**src/rtl/ifbus_pkg.sv**
```systemverilog
// rtl/ifbus_pkg.sv - state codes, response codes and default tick counts for the I/F bus sequencer
package ifbus_pkg;

  localparam logic [2:0] S_IDLE  = 3'd0;
  localparam logic [2:0] S_ARB   = 3'd1;
  localparam logic [2:0] S_SETUP = 3'd2;
  localparam logic [2:0] S_STRB  = 3'd3;
  localparam logic [2:0] S_DONE  = 3'd4;
  localparam logic [2:0] S_REL   = 3'd5;

  localparam logic [1:0] RSP_NONE = 2'd0;
  localparam logic [1:0] RSP_OK   = 2'd1;
  localparam logic [1:0] RSP_EN   = 2'd2;
  localparam logic [1:0] RSP_PE   = 2'd3;

  localparam int DEF_SETTLE_TICKS  = 2;
  localparam int DEF_TIMEOUT_TICKS = 200;
  localparam int DEF_CNT_W         = 8;

  // Parity error outranks OK, which outranks EN.
  function automatic logic [1:0] resolve_rsp(input logic pe, input logic ok, input logic en);
    if (pe)
      return RSP_PE;
    else if (ok)
      return RSP_OK;
    else if (en)
      return RSP_EN;
    return RSP_NONE;
  endfunction

endpackage

```
**src/rtl/ifbus_seq_timer.sv**
```systemverilog
// rtl/ifbus_seq_timer.sv - loadable up/down counter shared by the settle and timeout phases
module ifbus_timer #(
  parameter int CNT_W = 8
) (
  input  logic             __clk,
  input  logic             __rst_,
  input  logic             load,
  input  logic [CNT_W-1:0] load_val,
  input  logic             inc,
  input  logic             dec,
  output logic [CNT_W-1:0] cnt,
  output logic             tc
);

  localparam logic [CNT_W-1:0] ONE = {{(CNT_W-1){1'b0}}, 1'b1};

  always_ff @(posedge __clk) begin
    if (!__rst_)
      cnt <= '0;
    else if (load)
      cnt <= load_val;
    else if (inc)
      cnt <= cnt + ONE;
    else if (dec)
      cnt <= cnt - ONE;
  end

  assign tc = (cnt == '0);

endmodule

```
**src/rtl/ifbus_seq.sv**
```systemverilog
// rtl/ifbus_seq.sv - CPU-side I/F bus transfer sequencer; IFBUS_PARITY_EN enables parity-error handling
module ifbus_seq import ifbus_pkg::*; #(
  parameter int SETTLE_TICKS  = DEF_SETTLE_TICKS,
  parameter int TIMEOUT_TICKS = DEF_TIMEOUT_TICKS,
  parameter int CNT_W         = DEF_CNT_W
) (
  input  logic __clk,
  input  logic __rst_,
  input  logic req,
  input  logic wr,
  input  logic got,
  input  logic bus_free,
  input  logic ok_in,
  input  logic en_in,
  input  logic pe_in,
  output logic bus_req,
  output logic bus_drive,
  output logic bus_strobe,
  output logic bus_wr,
  output logic zw,
  output logic oken,
  output logic ok_out,
  output logic en_out,
  output logic alarm,
  output logic pe_flag
);

  localparam logic [CNT_W-1:0] SETTLE_LOAD  = CNT_W'(SETTLE_TICKS - 1);
  localparam logic [CNT_W-1:0] TIMEOUT_LAST = CNT_W'(TIMEOUT_TICKS - 1);

  logic [2:0]       state;
  logic [1:0]       rsp;
  logic             tmr_load;
  logic [CNT_W-1:0] tmr_load_val;
  logic             tmr_inc;
  logic             tmr_dec;
  logic [CNT_W-1:0] tmr_cnt;
  logic             tmr_tc;

`ifdef IFBUS_PARITY_EN
  assign rsp = resolve_rsp(pe_in, ok_in, en_in);

  always_ff @(posedge __clk) begin
    if (!__rst_)
      pe_flag <= 1'b0;
    else if (state == S_IDLE && req)
      pe_flag <= 1'b0;
    else if (state == S_STRB && rsp == RSP_PE)
      pe_flag <= 1'b1;
  end
`else
  logic unused_pe;
  assign unused_pe = pe_in;
  assign rsp       = resolve_rsp(1'b0, ok_in, en_in);
  assign pe_flag   = 1'b0;
`endif

  // Settle phase counts down from SETTLE_TICKS-1; strobe phase counts up from 0.
  always_comb begin
    tmr_load     = 1'b0;
    tmr_load_val = '0;
    tmr_inc      = 1'b0;
    tmr_dec      = 1'b0;
    case (state)
      S_ARB: begin
        tmr_load     = req && bus_free;
        tmr_load_val = SETTLE_LOAD;
      end
      S_SETUP: begin
        tmr_load = tmr_tc;
        tmr_dec  = !tmr_tc;
      end
      S_STRB:  tmr_inc = 1'b1;
      default: ;
    endcase
  end

  ifbus_timer #(.CNT_W(CNT_W)) u_timer (
    .__clk    (__clk),
    .__rst_   (__rst_),
    .load     (tmr_load),
    .load_val (tmr_load_val),
    .inc      (tmr_inc),
    .dec      (tmr_dec),
    .cnt      (tmr_cnt),
    .tc       (tmr_tc)
  );

  always_ff @(posedge __clk) begin
    if (!__rst_) begin
      state  <= S_IDLE;
      bus_wr <= 1'b0;
      ok_out <= 1'b0;
      en_out <= 1'b0;
      alarm  <= 1'b0;
    end else begin
      alarm <= 1'b0;
      case (state)
        S_IDLE: if (req) begin
          bus_wr <= wr;
          ok_out <= 1'b0;
          en_out <= 1'b0;
          state  <= S_ARB;
        end
        S_ARB:
          if (!req)
            state <= S_IDLE;
          else if (bus_free)
            state <= S_SETUP;
        S_SETUP: if (tmr_tc) state <= S_STRB;
        S_STRB: begin
          // A response arriving on the timeout cycle still counts as answered.
          case (rsp)
            RSP_PE: begin ok_out <= 1'b0; alarm <= 1'b1; state <= S_DONE; end
            RSP_OK: begin ok_out <= 1'b1; state <= S_DONE; end
            RSP_EN: begin en_out <= 1'b1; state <= S_DONE; end
            default: if (tmr_cnt == TIMEOUT_LAST) begin
              ok_out <= 1'b0;
              alarm  <= 1'b1;
              state  <= S_DONE;
            end
          endcase
        end
        S_DONE:  state <= S_REL;
        S_REL:   if (got) state <= S_IDLE;
        default: state <= S_IDLE;
      endcase
    end
  end

  assign bus_req    = (state == S_ARB) || (state == S_SETUP) || (state == S_STRB) || (state == S_DONE);
  assign bus_drive  = (state == S_SETUP) || (state == S_STRB);
  assign bus_strobe = (state == S_STRB);
  assign zw         = (state != S_IDLE);
  assign oken       = (state == S_ARB) || (state == S_SETUP) || (state == S_STRB);

endmodule

```
**config.mk**
```make
export PLATFORM = sky130hd
export DESIGN_NAME = ifbus_seq
export DESIGN_NICKNAME = d
export VERILOG_FILES = /design/src/rtl/ifbus_pkg.sv /design/src/rtl/ifbus_seq_timer.sv /design/src/rtl/ifbus_seq.sv
export SDC_FILE = /design/constraint.sdc
export NUM_CORES = 1
export LEC_CHECK = 0
export CAP_MARGIN = 10
export CORE_UTILIZATION = 49
export CTS_BUF_LIST = sky130_fd_sc_hd__clkbuf_4
export DETAILED_ROUTE_END_ITERATION = 6
export PLACE_DENSITY = 0.88
export SLEW_MARGIN = 40
export SYNTH_ARGS = -nofsm -noshare
export SYNTH_HDL_FRONTEND = slang
export SYNTH_SLANG_ARGS = --single-unit
```
**constraint.sdc**
```tcl
create_clock -name __clk -period 2.4 [get_ports __clk]
set_clock_uncertainty 0.1 [all_clocks]
set_input_delay 0.48 -clock __clk [delete_from_list [all_inputs] [get_ports __clk]]
set_output_delay 0.48 -clock __clk [all_outputs]
set_load 0.02 [all_outputs]
```
* Word level (Yosys, flattened, before mapping)
Index checks and enable logic that the tools add are counted.
** Storage, ports and cells
- Bits in registers :: 15
- Input port bits :: 9
- Output and inout port bits :: 10
- Logic and storage cells :: 71
** Operators by class
- $add $sub $neg :: 2
- Eq/ne operators :: 17
- Muxes and demuxes :: 28
- Reduce and logical (&&, ||, !) cells :: 18
** Operators by type and width (count)
- 8-bit two-way mux :: 3
- 3-bit two-way mux :: 7
- 3-bit case mux with 6 select lines :: 1
- 1-bit two-way mux :: 9
- 8-bit by 1-bit adder with 8-bit output, second input constant :: 1
- 8-bit equality test, second input constant :: 1
- 8-bit logical NOT :: 1
- 2-bit inequality test, second input constant :: 4
- 1-bit case mux with 2 select lines :: 4
- 8-bit by 1-bit subtractor with 8-bit output, second input constant :: 1
- 3-bit by 2-bit equality test with 1-bit output, second input constant :: 2
- 3-bit equality test, second input constant :: 2
- 2-bit two-way mux :: 3
- 3-bit nonzero test :: 2
- 5-bit AND reduction :: 1
- 2-bit equality test, second input constant :: 2
- 1-bit logical OR :: 4
- 4-bit by 1-bit inequality test with 1-bit output, second input constant :: 1
- 2-bit AND reduction :: 2
- 4-bit AND reduction :: 1
- 3-bit by 1-bit equality test with 1-bit output, second input constant :: 1
- 3-bit logical NOT :: 1
- 3-bit by 2-bit inequality test with 1-bit output, second input constant :: 1
- 3-bit inequality test, second input constant :: 1
- 9 further kinds :: 9

* Logic depth before layout (Yosys ltp)
Gate-level depths: netlist of run 1.
- Depth in word-level cells :: 7
- Mapped depth :: 10
- Depth with buffers taken out :: 9

* Hierarchy
A second synthesis of run 1 with hierarchy kept.
** Second synthesis, totals
- Cells, all modules :: 137
- Area, all modules :: 1162.4 µm²
** By module, submodules not included
- ifbus_timer :: instances 1, cells each 81, area each 673.1 µm², sequential area each 160.2 µm²
- ifbus_seq :: instances 1, cells each 56, area each 489.2 µm², sequential area each 140.1 µm²

* Worst setup path after synthesis of run 1
OpenSTA, ideal clock, no wires.
- Path kind :: reg-to-reg
- Start :: register state[2]
- End :: register u_timer.cnt[7]
- Library setup time :: 0.122 ns
- Arrival time :: 2.197 ns
- Required time :: 2.178 ns
- Path slack :: -0.018 ns
- Stages on the path, launching flop included :: 9
- Path buffers :: 1
- Clock period less this slack :: 2.418 ns
- Cells stage by stage :: dfxtp_1 nand3b_1 buf_4 ha_1 and2_4 a221oi_2 o21ai_1 or3_1 a221o_1
** Between the ends
- Longest elaborated chain between the ends :: 4
- Elaborated cells on any way between the ends :: 9
- Those cells by class :: 3 x eq/ne; 5 x mux; 1 x reduce/logical
** Ends and longest elaborated chain
- start, declared :: RTL line ifbus_seq.sv:31 : logic [2:0] state;
- start signal, assigned :: RTL line ifbus_seq.sv:91 : state <= S_IDLE;
- start signal, assigned :: RTL line ifbus_seq.sv:103 : state <= S_ARB;
- start signal, assigned :: RTL line ifbus_seq.sv:107 : state <= S_IDLE;
- 3-bit by 2-bit equality test with 1-bit output :: RTL line ifbus_seq.sv:64 : case (state)
- 1-bit two-way mux :: RTL line ifbus_seq.sv:64
- 8-bit two-way mux :: RTL line ifbus_seq_timer.sv:22 : else if (inc)
- 8-bit two-way mux :: RTL line ifbus_seq_timer.sv:20 : else if (load)
- end signal, assigned :: RTL line ifbus_seq_timer.sv:21 : cnt <= load_val;
- end signal, assigned :: RTL line ifbus_seq_timer.sv:23 : cnt <= cnt + ONE;
- end signal, assigned :: RTL line ifbus_seq_timer.sv:25 : cnt <= cnt - ONE;
- end, declared :: RTL line ifbus_seq_timer.sv:11 : output logic [CNT_W-1:0] cnt,
Parallel ways exist; a longest one is shown, timed or not.
A chain may end at the register's enable or synchronous reset.

* Worst setup path in the final report of run 1
Ends and elaborated chain as after synthesis.

==> results of run 1 <==
-- cells in the mapped netlist (2+ instances only) --
cell      instances  share of area
a31oi_1           2          0.012
dfxtp_1          15           0.28
o21a_1            2          0.014
inv_1             4          0.014
buf_4             2          0.014
nand2b_1          2          0.012
buf_6             2          0.021
o22ai_1           4          0.023
o21ai_0           9          0.042
nand4_1           2          0.012
xnor2_1           3          0.024
nand3b_1          3          0.021
or2_2             2          0.012
clkbuf_1          2         0.0070
xor2_1            3          0.024
a21oi_1           8          0.037
a211o_1           2          0.016
or3_1             5          0.029
nand3_1           4          0.019
nor2_1           10          0.035
mux2i_1           2          0.019
ha_1              6          0.070
nor3_1            5          0.023
nor4_1            2          0.012
nand2_1          11          0.038
and3_1            3          0.017
-- tightest hold or removal path, cell delays in order (launching register included) --
cell and delay, ps:
dfxtp_1 350, mux2i_1 70, nor2_1 70
-- flip-flops by register name, summed over array words and instances (netlist names) --
signal       cells
alarm            1
bus_wr           1
en_out           1
ok_out           1
state            3
u_timer.cnt      8
-- per-layer routing --
layer | vias up | track usage
li1 | 550 | -
met1 | 534 | 0.3037
met2 | 58 | 0.4491
met3 | 12 | 0.04050
met4 | 0 | 0.1078
met5 | - | 0
-- cell type report --
| class | instances | area (µm²) | share of cell area |
|---|---|---|---|
| well taps | 27 | 33.78 | 0.02419 |
| clock buffers | 3 | 22.52 | 0.01613 |
| inverters | 5 | 18.77 | 0.01344 |
| flip-flops and latches | 15 | 300.3 | 0.2151 |
| clock inverters | 1 | 5.005 | 0.003584 |
| repair buffers | 29 | 275.3 | 0.1971 |
| multi-input cells | 108 | 740.7 | 0.5305 |
-- power groups by stage --
stage	Sequential, mW	Clock, mW	Combinational (mW)
after floorplan	0.287	0	0.252
after global placement	0.291	0	0.341
after detailed placement	0.293	0	0.350
after CTS	0.288	0.153	0.365
after global routing	0.291	0.160	0.400
final	0.289	0.155	0.367
-- cell families after synthesis --
family / share of synthesized area
other cells: 0.003489
simple gates: 0.2689
mux: 0.01863
flops: 0.2794
buf+inv: 0.06867
xor+xnor: 0.04890
fa+ha+maj: 0.07916
compound gates: 0.2328
-- through the flow --
stage / area [µm²] / setup TNS [ps]
floorplan: 1100 / 0
global placement: 1319 / 0
detailed placement: 1319 / -60.23
CTS: 1384 / 0
global route: 1396 / -47.92
finish: 1396 / 0
-- path summary, 6_finish.rpt --
path	startpoint	to	slack (ps)	cells past startpoint
hold / removal	bus_wr$_SDFFE_PN0P_	bus_wr$_SDFFE_PN0P_	420	2
setup reg to reg	state[2]$_SDFFE_PN0P_	u_timer.cnt[7]$_SDFFE_PN0P_	30	8
setup / recovery	state[2]$_SDFFE_PN0P_	u_timer.cnt[7]$_SDFFE_PN0P_	30	8
hold reg to reg	bus_wr$_SDFFE_PN0P_	bus_wr$_SDFFE_PN0P_	420	2
-- repair_timing --
item,CTS,global route
pin swaps,1,1
setup endpoints to repair,1,3
setup buffers,3,1
hold buffers,0,0
resized for setup,3,2
==> flow_summary.yaml, run 1 <==
worst_setup_path:
  critPathMaxFanout: 10
  cp_cell_sequence: "nand3b_1 -> buf_12 -> ha_4 -> and2_4 -> a221oi_4 -> o21ai_2 -> or3_1 -> a221o_1"
  endpoint_kind: "flop"
  crit_type: "flop to flop"
  critPathLaunchType: "flop"
  cp_slowest_cell: "or3_1"
  cp_top_family: "simple AND/OR/NAND/NOR gates"
  slowest_delay_ps: 360
  crit_buf_inv: 1
  crit_required_ps: 2500
  arrival_ps: 2470
sta:
  tightest_slew_ps: 522.3
  worst_slack_ps: 31.64
  setup_viol: 0
  slew-limit-headroom: 0.6486
  drv_slew: 0
  period_needed_ps: 2368
  layout_worst_path_cycle_share: 0.9868
  maxClockFrequency_mhz: 422.2
  holdWs_ps: 417.2
  final-hold-violation-count: 0
  rsz0062_at_grt: "yes"
cts:
  clk_pin_slew_ps: 100
  numCtsBuffers: 3
  clkSinkCount: 15
  cts_tree: "built"
  cts_buffer_depth: 2
  clk_latency_ps: 300
  root_buffer: "clkbuf_4"
  htreeDepth: 1
power_and_ir_drop:
  powerDensity_nw_per_um2: 580.8
  switching_power_mw: 0.3047
  peakVddDrop_mv: 0.4103
  p_sw_frac: 0.3757
  power.internal_mw: 0.5063
  pwr-share-clk: 0.191
  leakagePower_nw: 0.5842
  power_frac_seq: 0.356
  p_comb_frac: 0.453
  power.total_mw: 0.8110
yosys:
  syn_avg_cell_area_um2: 7.903
  netlist_area_um2: 1075
  ys_warn_count: 0
  synth_edf_count: 0
  synth_cell_types: 47
  syn_nets: 151
  ys_seq_area_frac: 0.2794
  syn_inst: 136
  synth_flop_cell: "dfxtp_1"
  synth_seq_cells: 15
  synthArstFlopShare: 0
floorplan:
  die_area_um2: 2385
  die_w_um: 48.84
  ios: 19
  die_h_um: 48.84
  core_area_um2: 2002
  num_rows: 16
  start_util: 0.5369
min_path:
  hold_path_class: "flop to flop"
global_routing:
  grt_pass1_vias: 1090
  antenna_found_initial: 0
  grt_pass1_wl_mm: 4.781
  grt_overflow: 0
  grtUsageTotal: 0.2546
  grt_max_degree: 13
layout:
  fin_nets: 177
  area_delta_synth_final_pct: 29.92
  fillers: 161
  num_antenna_cells: 0
  mostFrequentLayoutCells: "15 x dfxtp_1, 14 x clkdlybuf4s50_1, 12 x buf_4"
  drive_above_1_share: 0.1677
  stdcell_count: 188
  fin_util: 0.6975
  layout_commonest_cell: "dfxtp_1"
placement:
  dp_hpwl_mm: 1.986
  port_buffers: 16
  gp_routability_congestion: 0.9309
  place_inst: 180
  place_ws_ps: -60.23
route:
  dr.max_layer_used: "met4"
  drc: 0
  vias: 1154
  wl_met3_um: 206
  vias_per_cell: 6.138
  finalWirelength_mm: 2.844
  ant_nets: 0
  wl_met2_mm: 1.378
  wl_met1_mm: 1.190
  routedWlPerCell_um: 15.13
  drtIter0Drc: 59
  first_pass_iters: 4
outcome:
  status: "complete, no violations"
run:
  drv_cap: 0
Note: power is estimated with default switching activity, not from simulation.
==> run 2, diff against run 1 <==
--- a/config.mk
+++ b/config.mk
@@ -6,6 +6,7 @@
 export NUM_CORES = 1
 export LEC_CHECK = 0
 export CAP_MARGIN = 10
+export CORE_MARGIN = 1.5
 export CORE_UTILIZATION = 49
 export CTS_BUF_LIST = sky130_fd_sc_hd__clkbuf_4
 export DETAILED_ROUTE_END_ITERATION = 6
==> flow_summary.yaml, run 2 (synthesized netlist as in run 1, its figures left out) <==
sta:
  setup_viol: 0
  rsz0062_at_grt: "yes"
  slew-limit-headroom: 0.6546
  final-hold-violation-count: 0
  layout_worst_path_cycle_share: 0.9876
  tightest_slew_ps: 514.1
  period_needed_ps: 2370
  maxClockFrequency_mhz: 421.9
  finalSetupTns_ps: 0
  drv_slew: 0
floorplan:
  ios: 19
  num_rows: 16
  start_util: 0.5316
  die_area_um2: 2484
  die_w_um: 49.84
  core_area_um2: 2022
  die_h_um: 49.84
min_path:
  hold_path_class: "flop to flop"
cts:
  clkSinkCount: 15
  ctsHoldBuffers: 0
  cts_buffer_depth: 2
  htreeDepth: 1
  numCtsBuffers: 3
  clk_pin_slew_ps: 100
  cts_tree: "built"
  clk_latency_ps: 300
  root_buffer: "clkbuf_4"
global_routing:
  antenna_found_initial: 0
  grt_pass1_wl_mm: 4.754
  grt_pass1_vias: 1113
  grtUsageTotal: 0.2487
  grt_max_degree: 17
  grt_overflow: 0
placement:
  port_buffers: 16
  dp_hpwl_mm: 2.136
  gp_routability_congestion: 0.8945
layout:
  fin_nets: 179
  top_register: "u_timer.cnt"
  largest_register_ffs: 8
  largestRegisters: "u_timer.cnt (8), state (3)"
  mostFrequentLayoutCells: "14 x dfxtp_1, 14 x clkdlybuf4s50_1, 13 x buf_4"
  num_antenna_cells: 0
  fin_util: 0.7215
  drive_above_1_share: 0.2025
  area_delta_synth_final_pct: 35.74
worst_setup_path:
  arrival_ps: 2470
  cp_cell_sequence: "nand3b_1 -> buf_12 -> ha_4 -> and2_4 -> nand4_1 -> and3_4 -> or3_1 -> a221o_1"
  critPathLaunchType: "flop"
  slowest_delay_ps: 390
  crit_required_ps: 2500
  crit_type: "flop to flop"
  cp_slowest_cell: "dfxtp_1"
  endpoint_kind: "flop"
  critPathMaxFanout: 6
route:
  ant_nets: 0
  drc: 0
  vias: 1172
  finalWirelength_mm: 3.192
  drtIter0Drc: 51
  first_pass_iters: 4
  vias_per_cell: 6.168
  routedWlPerCell_um: 16.80
outcome:
  status: "complete, no violations"
power_and_ir_drop:
  peakVddDrop_mv: 0.3655
  powerDensity_nw_per_um2: 581.8
  leakagePower_nw: 0.6058
run:
  drv_cap: 0
==> run 2: cell types whose count changed in the layout (fill, tap and decap cells not counted), sizes merged <==
cell	delta
clkinv	-1
clkbuf	+2
buf	+1
==> run 2: cell type report <==
type,instances,area (µm²)
well taps,27,33.78
flip-flops and latches,15,301.5
repair buffers,31,307.8
fillers,156,563.0
clock buffers,4,30.03
multi-input cells,108,767.0
inverters,5,18.77
==> run 2: report_power, final <==
group / switching [mW] / total, mW / internal [mW]
clock: 0.0926 / 0.169 / 0.0760
sequential: 0.0239 / 0.291 / 0.267
combinational: 0.202 / 0.389 / 0.187
==> run 2: path summary, 6_finish.rpt <==
| kind | startpoint | depth (start not counted) | to | slack (ps) |
|---|---|---|---|---|
| setup / recovery | state[0]$_SDFFE_PN0P_ | 8 | u_timer.cnt[7]$_SDFFE_PN0P_ | 30 |
| setup reg to reg | state[0]$_SDFFE_PN0P_ | 8 | u_timer.cnt[7]$_SDFFE_PN0P_ | 30 |
| hold reg to reg | bus_wr$_SDFFE_PN0P_ | 2 | bus_wr$_SDFFE_PN0P_ | 410 |
| hold / removal | bus_wr$_SDFFE_PN0P_ | 2 | bus_wr$_SDFFE_PN0P_ | 410 |
==> run 2: worst max-delay path: cells and delay by family, from the launching register on <==
family / cells / cell delay (ps)
adder cells (fa/ha/maj): 1 / 290
flip-flops: 1 / 390
AND/OR/NAND/NOR: 5 / 1000
AO/OA/AOI/OAI: 1 / 310
buffers and inverters: 1 / 180
==> run 2: through the flow <==
step	setup WS (ps)	instances	area, µm²	hold slack [ps]	total power, mW
2_1_floorplan	66.44	136	1100	357.8	0.5389
3_3_place_gp	43.25	181	1326	372.7	0.6309
3_5_place_dp	1.252	181	1326	397.6	0.6500
4_1_cts	12.71	185	1368	419.7	0.8140
5_1_grt	-54.79	190	1459	450.1	0.8958
6_report	29.80	190	1459	414.1	0.8488
==> run 2: metal layers <==
| metal | global-route usage | part of all wire |
|---|---|---|
| met1 | 0.2830 | 0.40 |
| met2 | 0.4333 | 0.51 |
| met3 | 0.04545 | 0.077 |
| met4 | 0.1389 | 0.019 |
| met5 | 0 | 0 |
==> run 2: repair_timing <==
action	in CTS	in global routing
pin swaps	1	6
buffers inserted	0	4
cloned	0	1
endpoints found under the setup margin	1	3
resized for setup	2	8
==> run 3, diff against run 2 <==
--- a/config.mk
+++ b/config.mk
@@ -11,6 +11,7 @@
 export CTS_BUF_LIST = sky130_fd_sc_hd__clkbuf_4
 export DETAILED_ROUTE_END_ITERATION = 6
 export PLACE_DENSITY = 0.88
+export REMOVE_ABC_BUFFERS = 1
 export SLEW_MARGIN = 40
 export SYNTH_ARGS = -nofsm -noshare
 export SYNTH_HDL_FRONTEND = slang
==> flow_summary.yaml, run 3 (synthesized netlist as in run 1, its figures left out) <==
global_routing:
  grt_max_degree: 13
  grt_pass1_vias: 1122
  antenna_found_initial: 0
  grtUsageTotal: 0.2723
  grt_pass1_wl_mm: 5.071
  grt_overflow: 0
floorplan:
  start_util: 0.5316
  die_area_um2: 2484
  num_rows: 16
  die_w_um: 49.84
  die_h_um: 49.84
  core_area_um2: 2022
  ios: 19
worst_setup_path:
  arrival_ps: 2540
  crit_type: "flop to flop"
  crit_end: "u_timer.cnt[7]$_SDFFE_PN0P_"
  reg2reg_to: "u_timer.cnt[7]$_SDFFE_PN0P_"
  reg2reg_depth: 9
  critPathMaxFanout: 4
  slowest_delay_ps: 380
  endpoint_kind: "flop"
  crit_required_ps: 2510
  cp_cell_sequence: "nand3b_1 -> buf_6 -> ha_4 -> buf_6 -> o2111ai_2 -> o21bai_1 -> a22o_1 -> or3_1 -> a221o_1"
  r2r-start: "state[2]$_SDFFE_PN0P_"
  crit_path_start: "state[2]$_SDFFE_PN0P_"
  cp_common_cell: "buf_6"
  cp_slowest_cell: "or3_1"
  critPathLaunchType: "flop"
  r2r_slack_ps: -30
sta:
  drv_slew: 0
  worst_slack_ps: -29.97
  slew-limit-headroom: 0.6110
  setup_viol: 1
  tightest_slew_ps: 578.2
  rsz0062_at_grt: "yes"
  period_needed_ps: 2430
  layout_worst_path_cycle_share: 1.012
  maxClockFrequency_mhz: 411.5
  finalSetupTns_ps: -29.97
  final-hold-violation-count: 0
layout:
  fillers: 155
  layout_commonest_cell: "buf_4"
  area_delta_synth_final_pct: 36.55
  fin_nets: 184
  largest_register_ffs: 8
  seqCellArea_um2: 301.5
  largestRegisters: "u_timer.cnt (8), state (3)"
  multiInputGateArea_um2: 763.2
  top_register: "u_timer.cnt"
  mostFrequentLayoutCells: "17 x buf_4, 14 x dfxtp_1, 14 x clkdlybuf4s50_1"
  num_antenna_cells: 0
  drive_above_1_share: 0.2381
placement:
  gp_routability_congestion: 0.8599
  port_buffers: 16
  place_ws_ps: -76.70
  dp_hpwl_mm: 2.254
min_path:
  hold_path_class: "flop to flop"
route:
  routedWlPerCell_um: 17.17
  first_pass_iters: 4
  vias: 1212
  ant_nets: 0
  vias_per_cell: 6.215
  drc: 0
  drtIter0Drc: 38
  finalWirelength_mm: 3.349
cts:
  htreeDepth: 1
  numCtsBuffers: 3
  root_buffer: "clkbuf_4"
  cts_buffer_depth: 2
  cts_tree: "built"
  clk_latency_ps: 310
  clkSinkCount: 15
  clk_pin_slew_ps: 100
outcome:
  violations: "negative setup slack"
  status: "finished with violations"
run:
  drv_cap: 0
power_and_ir_drop:
  powerDensity_nw_per_um2: 592.7
  peakVddDrop_mv: 0.3803
  leakagePower_nw: 0.6028
## run 3: cell types whose count changed in the layout (fill, tap and decap cells not counted), sizes merged
| cell | change |
|---|---|
| buf | +6 |
| clkbuf | -2 |
| clkinv | +1 |
| dlygate4sd2 | +1 |
| dlymetal6s2s | -1 |
## run 3: worst min-delay path by stage
stage / start / slack (ps) / cells past startpoint / to
2_1_floorplan: u_timer.cnt[4]$_SDFFE_PN0P_ / 350 / 2 / u_timer.cnt[4]$_SDFFE_PN0P_
3_3_place_gp: u_timer.cnt[2]$_SDFFE_PN0P_ / 370 / 2 / u_timer.cnt[2]$_SDFFE_PN0P_
3_5_place_dp: u_timer.cnt[2]$_SDFFE_PN0P_ / 380 / 2 / u_timer.cnt[2]$_SDFFE_PN0P_
4_1_cts: u_timer.cnt[2]$_SDFFE_PN0P_ / 400 / 2 / u_timer.cnt[2]$_SDFFE_PN0P_
5_1_grt: u_timer.cnt[3]$_SDFFE_PN0P_ / 430 / 2 / u_timer.cnt[3]$_SDFFE_PN0P_
6_report: u_timer.cnt[3]$_SDFFE_PN0P_ / 410 / 2 / u_timer.cnt[3]$_SDFFE_PN0P_
## run 3: per-stage QoR
step	instance area (µm²)	hold WS (ps)	total power, mW	util	std cells
2_1_floorplan	1020	352.0	0.5178	-	128
3_5_place_dp	1296	384.8	0.6470	0.6411	182
6_report	1468	407.4	0.8698	0.7259	195
4_1_cts	1421	404.8	0.8335	0.7030	193
3_3_place_gp	1296	374.5	0.6313	0.6411	182
5_1_grt	1468	433.8	0.9055	0.7259	195
## run 3: routing by layer
layer | share of wire | GRT usage
met3 | 0.048 | 0.05455
met4 | 0.036 | 0.1389
met1 | 0.40 | 0.3071
met5 | 0 | 0
met2 | 0.52 | 0.4800
## run 3: timing repair
item	4_1_cts	5_1_grt
hold buffers	0	0
endpoints found under the setup margin	3	4
buffers inserted	7	2
gates resized for setup	10	7
pin swaps	8	6
## run 3: critical path, delay by kind of cell, from the launching register on
family,cells,cell delay (ps)
buffers and inverters,2,320
and+or+nand+nor,2,640
adders and majority gates,1,220
DFF,1,340
AOI/OAI and AO/OA,4,710
## run 3: final cells by class
class / instances / share of cell area
Clock buffer: 3 / 0.01535
Clock inverter: 1 / 0.003410
Inverter: 5 / 0.01279
Multi-Input combinational cell: 108 / 0.5200
Sequential cell: 15 / 0.2055
Tap cell: 27 / 0.02302
Timing Repair Buffer: 36 / 0.2199
## run 3: where the power goes
group          switching, mW  internal [mW]
clock network          0.101         0.0624
logic                  0.216          0.201
registers             0.0229          0.267
total                  0.340          0.530
